<file path="src/rtl/boru_hatti_paket.sv">
// Shared pipeline definitions: load funct3 codes, write-back FSM states,
// instruction field positions and the load legality check.
package boru_hatti_paket;

    localparam int RD_MSB = 11;
    localparam int RD_LSB = 7;
    localparam int F3_MSB = 14;
    localparam int F3_LSB = 12;

    localparam logic [2:0] F3_LB  = 3'b000;
    localparam logic [2:0] F3_LH  = 3'b001;
    localparam logic [2:0] F3_LW  = 3'b010;
    localparam logic [2:0] F3_LBU = 3'b100;
    localparam logic [2:0] F3_LHU = 3'b101;

    typedef enum logic [1:0] {
        BOS   = 2'd0,
        ISTEK = 2'd1,
        BEKLE = 2'd2
    } durum_e;

    // A load is rejected for an unknown funct3 or an address that is not
    // aligned to its access size.
    function automatic logic yukleme_hatali(input logic [2:0] f3, input logic [1:0] a);
        case (f3)
            F3_LB, F3_LBU: return 1'b0;
            F3_LH, F3_LHU: return a[0];
            F3_LW:         return |a;
            default:       return 1'b1;
        endcase
    endfunction

endpackage

</file>
<file path="src/rtl/geri_yazma_yukleme_genisletici.sv">
// Selects the addressed byte/halfword of a memory word and sign- or
// zero-extends it according to the load funct3.
module yukleme_genisletici
    import boru_hatti_paket::*;
(
    input  logic [2:0]  funct3_i,
    input  logic [1:0]  serit_i,
    input  logic [31:0] veri_i,
    output logic [31:0] genisletilmis_o
);

    logic [7:0]  bayt;
    logic [15:0] yarim;

    // Lane select followed by extension; unknown codes yield zero.
    always_comb begin
        bayt  = veri_i[8*serit_i +: 8];
        yarim = serit_i[1] ? veri_i[31:16] : veri_i[15:0];
        case (funct3_i)
            F3_LB:   genisletilmis_o = {{24{bayt[7]}}, bayt};
            F3_LH:   genisletilmis_o = {{16{yarim[15]}}, yarim};
            F3_LW:   genisletilmis_o = veri_i;
            F3_LBU:  genisletilmis_o = {24'd0, bayt};
            F3_LHU:  genisletilmis_o = {16'd0, yarim};
            default: genisletilmis_o = '0;
        endcase
    end

endmodule

</file>
<file path="src/rtl/geri_yazma.sv">
// Write-back stage: retires ALU results in one cycle, runs one load at a
// time against data memory and publishes the in-flight load destination.
module geri_yazma
    import boru_hatti_paket::*;
#(
    parameter int VERI_GENISLIGI = 32,
    parameter int REG_SAYISI     = 32
) (
    input  logic                      clk_i,
    input  logic                      rst_ni,
    input  logic                      ex_gecerli_i,
    output logic                      ex_hazir_o,
    input  logic [31:0]               ex_buyruk_i,
    input  logic [VERI_GENISLIGI-1:0] ex_sonuc_i,
    input  logic                      ex_yukleme_i,
    input  logic                      ex_yaz_i,
    output logic                      bellek_istek_o,
    output logic [VERI_GENISLIGI-1:0] bellek_adres_o,
    input  logic                      bellek_hazir_i,
    input  logic                      bellek_veri_gecerli_i,
    input  logic [VERI_GENISLIGI-1:0] bellek_veri_i,
    output logic                      regfile_wen_o,
    output logic [4:0]                hedef_reg_adres_o,
    output logic [VERI_GENISLIGI-1:0] sonuc_o,
    output logic [REG_SAYISI-1:0]     bekleyen_reg_o,
    output logic                      hata_o
);

    durum_e durum_q, durum_d;

    logic [4:0]                rd_q, rd_d;
    logic [2:0]                f3_q, f3_d;
    logic [1:0]                serit_q, serit_d;
    logic [VERI_GENISLIGI-1:0] adres_q, adres_d;
    logic                      wen_q, wen_d;
    logic [4:0]                hedef_q, hedef_d;
    logic [VERI_GENISLIGI-1:0] sonuc_q, sonuc_d;
    logic [REG_SAYISI-1:0]     bekleyen_q, bekleyen_d;
    logic                      hata_q, hata_d;

    logic [4:0]                rd_gir;
    logic [2:0]                f3_gir;
    logic                      kabul, hatali, yukleme_basla, yukleme_bitti;
    logic [VERI_GENISLIGI-1:0] genisletilmis;
    logic                      unused_buyruk;

    assign rd_gir        = ex_buyruk_i[RD_MSB:RD_LSB];
    assign f3_gir        = ex_buyruk_i[F3_MSB:F3_LSB];
    assign unused_buyruk = ^{ex_buyruk_i[31:F3_MSB+1], ex_buyruk_i[RD_LSB-1:0]};
    assign kabul         = ex_gecerli_i && ex_hazir_o;
    assign hatali        = yukleme_hatali(f3_gir, ex_sonuc_i[1:0]);
    assign yukleme_basla = kabul && ex_yukleme_i && !hatali;
    assign yukleme_bitti = (durum_q == BEKLE) && bellek_veri_gecerli_i;

    yukleme_genisletici u_genisletici (
        .funct3_i        (f3_q),
        .serit_i         (serit_q),
        .veri_i          (bellek_veri_i),
        .genisletilmis_o (genisletilmis)
    );

    // State register; reset abandons any in-flight load.
    always_ff @(posedge clk_i) begin
        if (!rst_ni) durum_q <= BOS;
        else         durum_q <= durum_d;
    end

    // Next state: one load at a time, request then data.
    always_comb begin
        durum_d = durum_q;
        case (durum_q)
            BOS:     if (yukleme_basla)  durum_d = ISTEK;
            ISTEK:   if (bellek_hazir_i) durum_d = BEKLE;
            BEKLE:   if (bellek_veri_gecerli_i) durum_d = BOS;
            default: durum_d = BOS;
        endcase
    end

    // State-decoded handshake outputs.
    always_comb begin
        ex_hazir_o     = (durum_q == BOS);
        bellek_istek_o = (durum_q == ISTEK);
    end

    // Datapath next-state: write port, pending mask, error pulse, load context.
    always_comb begin
        rd_d       = rd_q;
        f3_d       = f3_q;
        serit_d    = serit_q;
        adres_d    = adres_q;
        wen_d      = 1'b0;
        hata_d     = 1'b0;
        hedef_d    = hedef_q;
        sonuc_d    = sonuc_q;
        bekleyen_d = bekleyen_q;
        if (kabul && !ex_yukleme_i) begin
            wen_d   = ex_yaz_i && (rd_gir != 5'd0);
            hedef_d = rd_gir;
            sonuc_d = ex_sonuc_i;
        end else if (kabul && hatali) begin
            hata_d = 1'b1;
        end else if (yukleme_basla) begin
            rd_d       = rd_gir;
            f3_d       = f3_gir;
            serit_d    = ex_sonuc_i[1:0];
            adres_d    = {ex_sonuc_i[VERI_GENISLIGI-1:2], 2'b00};
            bekleyen_d = (rd_gir != 5'd0) ? ({{(REG_SAYISI-1){1'b0}}, 1'b1} << rd_gir) : '0;
        end
        if (yukleme_bitti) begin
            wen_d      = (rd_q != 5'd0);
            hedef_d    = rd_q;
            sonuc_d    = genisletilmis;
            bekleyen_d = '0;
        end
    end

    // Datapath registers.
    always_ff @(posedge clk_i) begin
        if (!rst_ni) begin
            rd_q       <= '0;
            f3_q       <= '0;
            serit_q    <= '0;
            adres_q    <= '0;
            wen_q      <= 1'b0;
            hedef_q    <= '0;
            sonuc_q    <= '0;
            bekleyen_q <= '0;
            hata_q     <= 1'b0;
        end else begin
            rd_q       <= rd_d;
            f3_q       <= f3_d;
            serit_q    <= serit_d;
            adres_q    <= adres_d;
            wen_q      <= wen_d;
            hedef_q    <= hedef_d;
            sonuc_q    <= sonuc_d;
            bekleyen_q <= bekleyen_d;
            hata_q     <= hata_d;
        end
    end

    assign bellek_adres_o    = adres_q;
    assign regfile_wen_o     = wen_q;
    assign hedef_reg_adres_o = hedef_q;
    assign sonuc_o           = sonuc_q;
    assign bekleyen_reg_o    = bekleyen_q;
    assign hata_o            = hata_q;

endmodule
</file>
<file path="config.mk">
export PLATFORM = sky130hd
export DESIGN_NAME = geri_yazma
export DESIGN_NICKNAME = d
export VERILOG_FILES = /design/src/rtl/boru_hatti_paket.sv /design/src/rtl/geri_yazma_yukleme_genisletici.sv /design/src/rtl/geri_yazma.sv
export SDC_FILE = /design/constraint.sdc
export NUM_CORES = 1
export LEC_CHECK = 0
export ABC_CLOCK_PERIOD_IN_PS = 2200
export CAP_MARGIN = 10
export CORE_MARGIN = 2
export CORE_UTILIZATION = 28
export DETAILED_ROUTE_END_ITERATION = 7
export PLACE_DENSITY = 0.63
export SLEW_MARGIN = 20
export SYNTH_ARGS = -nofsm -noshare
export SYNTH_HDL_FRONTEND = slang
export SYNTH_HIERARCHICAL = 1
export SYNTH_SLANG_ARGS = --single-unit
</file>
<file path="constraint.sdc">
create_clock -name clk_i -period 2.2 [get_ports clk_i]
set_clock_uncertainty 0.1 [all_clocks]
set_input_delay 0.22 -clock clk_i [delete_from_list [all_inputs] [get_ports clk_i]]
set_output_delay 0.22 -clock clk_i [all_outputs]
set_load 0.01 [all_outputs]
</file>
==> results list <==
* Largest stage delay on the critical path: 0.58 ns
- Data arrives at the worst endpoint at 1.67 ns.
- The clock network is responsible for 48.3% of the overall power.
- Total power divided by cell area: 685 mW/mm^2
- Total Nets Final: 940
- The number of clock buffers added by TritonCTS is 17.
- In the routed layout, each cell is associated on average with a via count of 4.81.
- The via count of the first global-routing pass was 5111.
- For this run, design rule violations remaining after detail routing come to 0.
- The first global-routing pass estimated 28.4 mm of wire.
- Total Neg Setup Slack: 0 ns
- The tightest min-delay check is of the input pin to flop type.
* Diode count: 0
- Shortest period the worst path allows: 1.99 ns
* Port Buffer Count: 181
* Post-synthesis cell type count: 46
* Routed length per placed instance: 16.1 um
- TritonCTS built the clock tree.
* Cell Int Power: 4.31 mW
- STA puts the critical path data required time at 1.88 ns.
- For this configuration, the core starts out at a cell density of 28.4%.
* Max-cap violation count: 0
* Maximum count of clock buffers along a single path: 2
- Clock insertion delay at the later pin of the skew report: 0.42 ns
- Of the total power, the share spent switching nets is 24.8%.
- The worst setup path is captured at an output pin.
- Adder-cell area share of the yosys netlist: 0%
- Global-route congestion overflow total: 0
- DP HPWL: 13.1 mm
- Routed wire length on met2: 8.35 mm
- Setup violations remaining at the end of the flow were counted as 0.
- For this run, the detailed router's first-pass iteration total came to 4.
* Met1 wire length: 8.21 mm
* Logic gate share of total power: 14.1%
- Summed over all nets, the switching power comes to 1.42 mW.
- Depth of the CTS H-tree: 4
- Synthesized-area fraction occupied by and/or/nand/nor cells: 23.3%
- In the final layout, the share of cells above drive strength 1 is 9.18%.
- The congestion estimate from routability-driven global placement came to 0.870.
* Number of slew-limit violations in the final report: 0
- Pin placement for this block handled 208 I/O pins.
- Cells fill 41.6% of the core in the end.
* Largest net degree at the start of global routing: 58
* Number of instances in the synthesized netlist: 679
* ANT nets after route: 0
* Sinks on Clock Net: 113
* Detailed router's first-iteration violation count: 217
- Setup repair after global routing left no endpoint under its margin.
* Maximum vdd ir drop: 0.453 mV
* Area growth from synthesis to layout: 46.6%
- Based on the critical path, the design can be clocked at up to 503 MHz.
* Sum of routed wire length over all layers: 18.1 mm
* Initial antenna violation count: 1
* Uppermost routed layer: met5
- Hold Violations, Final: 0
- The critical path is of the flop to output pin type.
- In this run, flip-flops and latches consume 37.7% of the power.
- Static Leakage: 3.32 nW
- After clock tree synthesis, the clock-pin slew on the worst setup and hold paths is 0.05 ns.
- Yosys printed 6 warnings.
* Floorplan die width: 147 um
* Sequential area share after synthesis: 39.7%
- Finished Cell Area: 0.00836 mm^2
- Status: finished clean
- The core region is 0.0201 mm^2.
* XOR/XNOR Fraction of Synth Area: 0%
* Avg Synthesized Cell Area: 8.40 um^2
* Critical path peak fanout: 7
- Worst slew margin relative to its limit: 60.9%
* Final clock period utilization by the worst path: 90.3%
- The signal on the critical path passes through and2b_1 -> clkdlybuf4s50_1.
- Slew at the pin with the worst max-slew slack: 0.586 ns
* Number of synthesized flops with an enable pin: 0
- By area, the combinational part of the netlist is dominated by simple AND/OR/NAND/NOR gates.
* Overall track demand over capacity in global routing: 16.7%
- The slowest stage of the critical path is the clkdlybuf4s50_1 cell.
- After synthesis the netlist holds a flip-flop and latch count of 113.
- Share of cell area taken by muxes after synthesis: 15.4%
- Measured along the y axis, the die boundary spans 147 um.
- Detail Route met3 WL: 1.01 mm
- The tree is rooted in a clkbuf_16.
* Die ar.: 0.0215 mm^2
- For this run, asynchronously set or reset flops after synthesis account for 0%.
- The floorplan has 52 rows.
* Instance area at placement: 0.00776 mm^2
- Synthesized-area fraction occupied by ao, oa, aoi and oai cells: 13.6%
- Filler cell count: 2012
- Among all flip-flop cells after synthesis, the most frequent one is dfxtp_1.
- The mapped netlist covers 0.00570 mm^2.
- The worst setup path is launched from a flop.
* Vias: 5390
[through the flow]
step | instances | hold WS [ns] | setup slack (ns) | total power, mW
2_1_floorplan | 680 | 0.259 | 0.534 | 2.62
3_3_place_gp | 1088 | 0.345 | 0.186 | 3.00
3_5_place_dp | 1088 | 0.351 | 0.164 | 3.00
4_1_cts | 1120 | 0.0959 | 0.158 | 5.79
5_1_grt | 1120 | 0.122 | 0.120 | 5.97
6_report | 1120 | 0.121 | 0.214 | 5.72
[logic make-up (layout without fill, tap and decap cells)]
kind of cell	after synthesis	in the layout
AOI/OAI and AO/OA	120	120
buffers and inverters	71	241
and+or+nand+nor	287	287
other	1	2
muxes	87	87
DFF	113	113
[per-layer routing]
metal / up-vias / global-route usage (%)
li1: 2721 / -
met1: 2502 / 21.2
met2: 137 / 26.6
met3: 28 / 5.12
met4: 2 / 6.60
met5: - / 0
[Yosys cell counts (all sizes together) (2+ instances only)]
cell type    n  area, um^2
and2         2        12.5
clkbuf      34         128
o21ai       42         210
nor2b        5        31.3
nor3         7        35.0
nand4        3        18.8
o221ai       6        52.6
buf         36         315
a31oi       37         231
and3b        5        43.8
nand2b       4        27.5
nand2      164         616
mux2i       79         791
nor3b        6        50.1
mux2         8        90.1
nand3       75         375
a221o        4        40.0
o22ai        3        18.8
o211ai      16         120
dfxtp      113        2260
nor2         6        22.5
and3         2        12.5
a21oi        2        10.0
a22oi        5        51.3
[placed cells by master, fill, tap and decap left out, types with 8 or more instances in the layout]
master	instances
mux2i_1	79
a31oi_1	37
nand2_1	164
buf_12	11
mux2_2	8
buf_4	17
dfxtp_1	113
o211ai_1	16
clkdlybuf4s50_1	180
o21ai_0	41
nand3_1	75
clkbuf_16	17
[power groups by stage]
stage | clock network, mW | registers, mW | logic (mW)
floorplan | 0 | 2.22 | 0.396
global placement | 0 | 2.20 | 0.802
finish | 2.76 | 2.16 | 0.805
global route | 2.93 | 2.16 | 0.872
detailed placement | 0 | 2.20 | 0.806
CTS | 2.83 | 2.16 | 0.809
[final timing paths]
kind | depth (start not counted) | start | end | slack, ns
worst max-delay path | 2 | durum_q[0]$_SDFFE_PN0P_ | bellek_istek_o | 0.21
worst min-delay path | 3 | rst_ni | hedef_reg_adres_o[4]$_SDFFE_PN0P_ | 0.12
worst max register to register | 6 | serit_q[1]$_SDFFE_PN0P_ | sonuc_o[4]$_SDFFE_PN0P_ | 0.25
worst min register to register | 2 | bellek_adres_o[31]$_SDFFE_PN0P_ | bellek_adres_o[31]$_SDFFE_PN0P_ | 0.36
[area by class of cell]
cell class	instances	area, um^2	area share [%]
Multi-Input combinational cell	496	3010	36.0
Sequential cell	113	2260	27.1
Timing Repair Buffer	208	2150	25.7
Clock buffer	22	484	5.79
Tap cell	270	338	4.04
Clock inverter	10	108	1.29
Inverter	1	3.75	0.0449
[sequential cells by signal, indices dropped and copies added, names as in the netlist]
register	cells
bekleyen_reg_o	32
bellek_adres_o	30
durum_q	2
f3_q	3
hata_o	1
hedef_reg_adres_o	5
rd_q	5
regfile_wen_o	1
serit_q	2
sonuc_o	32
[what timing repair did]
action | 4_1_cts | 5_1_grt
resized for setup | 0 | 2
setup buffers | 0 | 0
endpoints found under the hold margin | 0 | 0
setup endpoints to repair | 0 | 1
hold buffers | 0 | 0
[worst max-delay path: cells and delay by family (launching register included)]
kind                   cells  cell delay, ns
DFF                        1            0.47
and+or+nand+nor            1            0.21
buffers and inverters      1            0.58
Power figures use the tool's default switching activity.
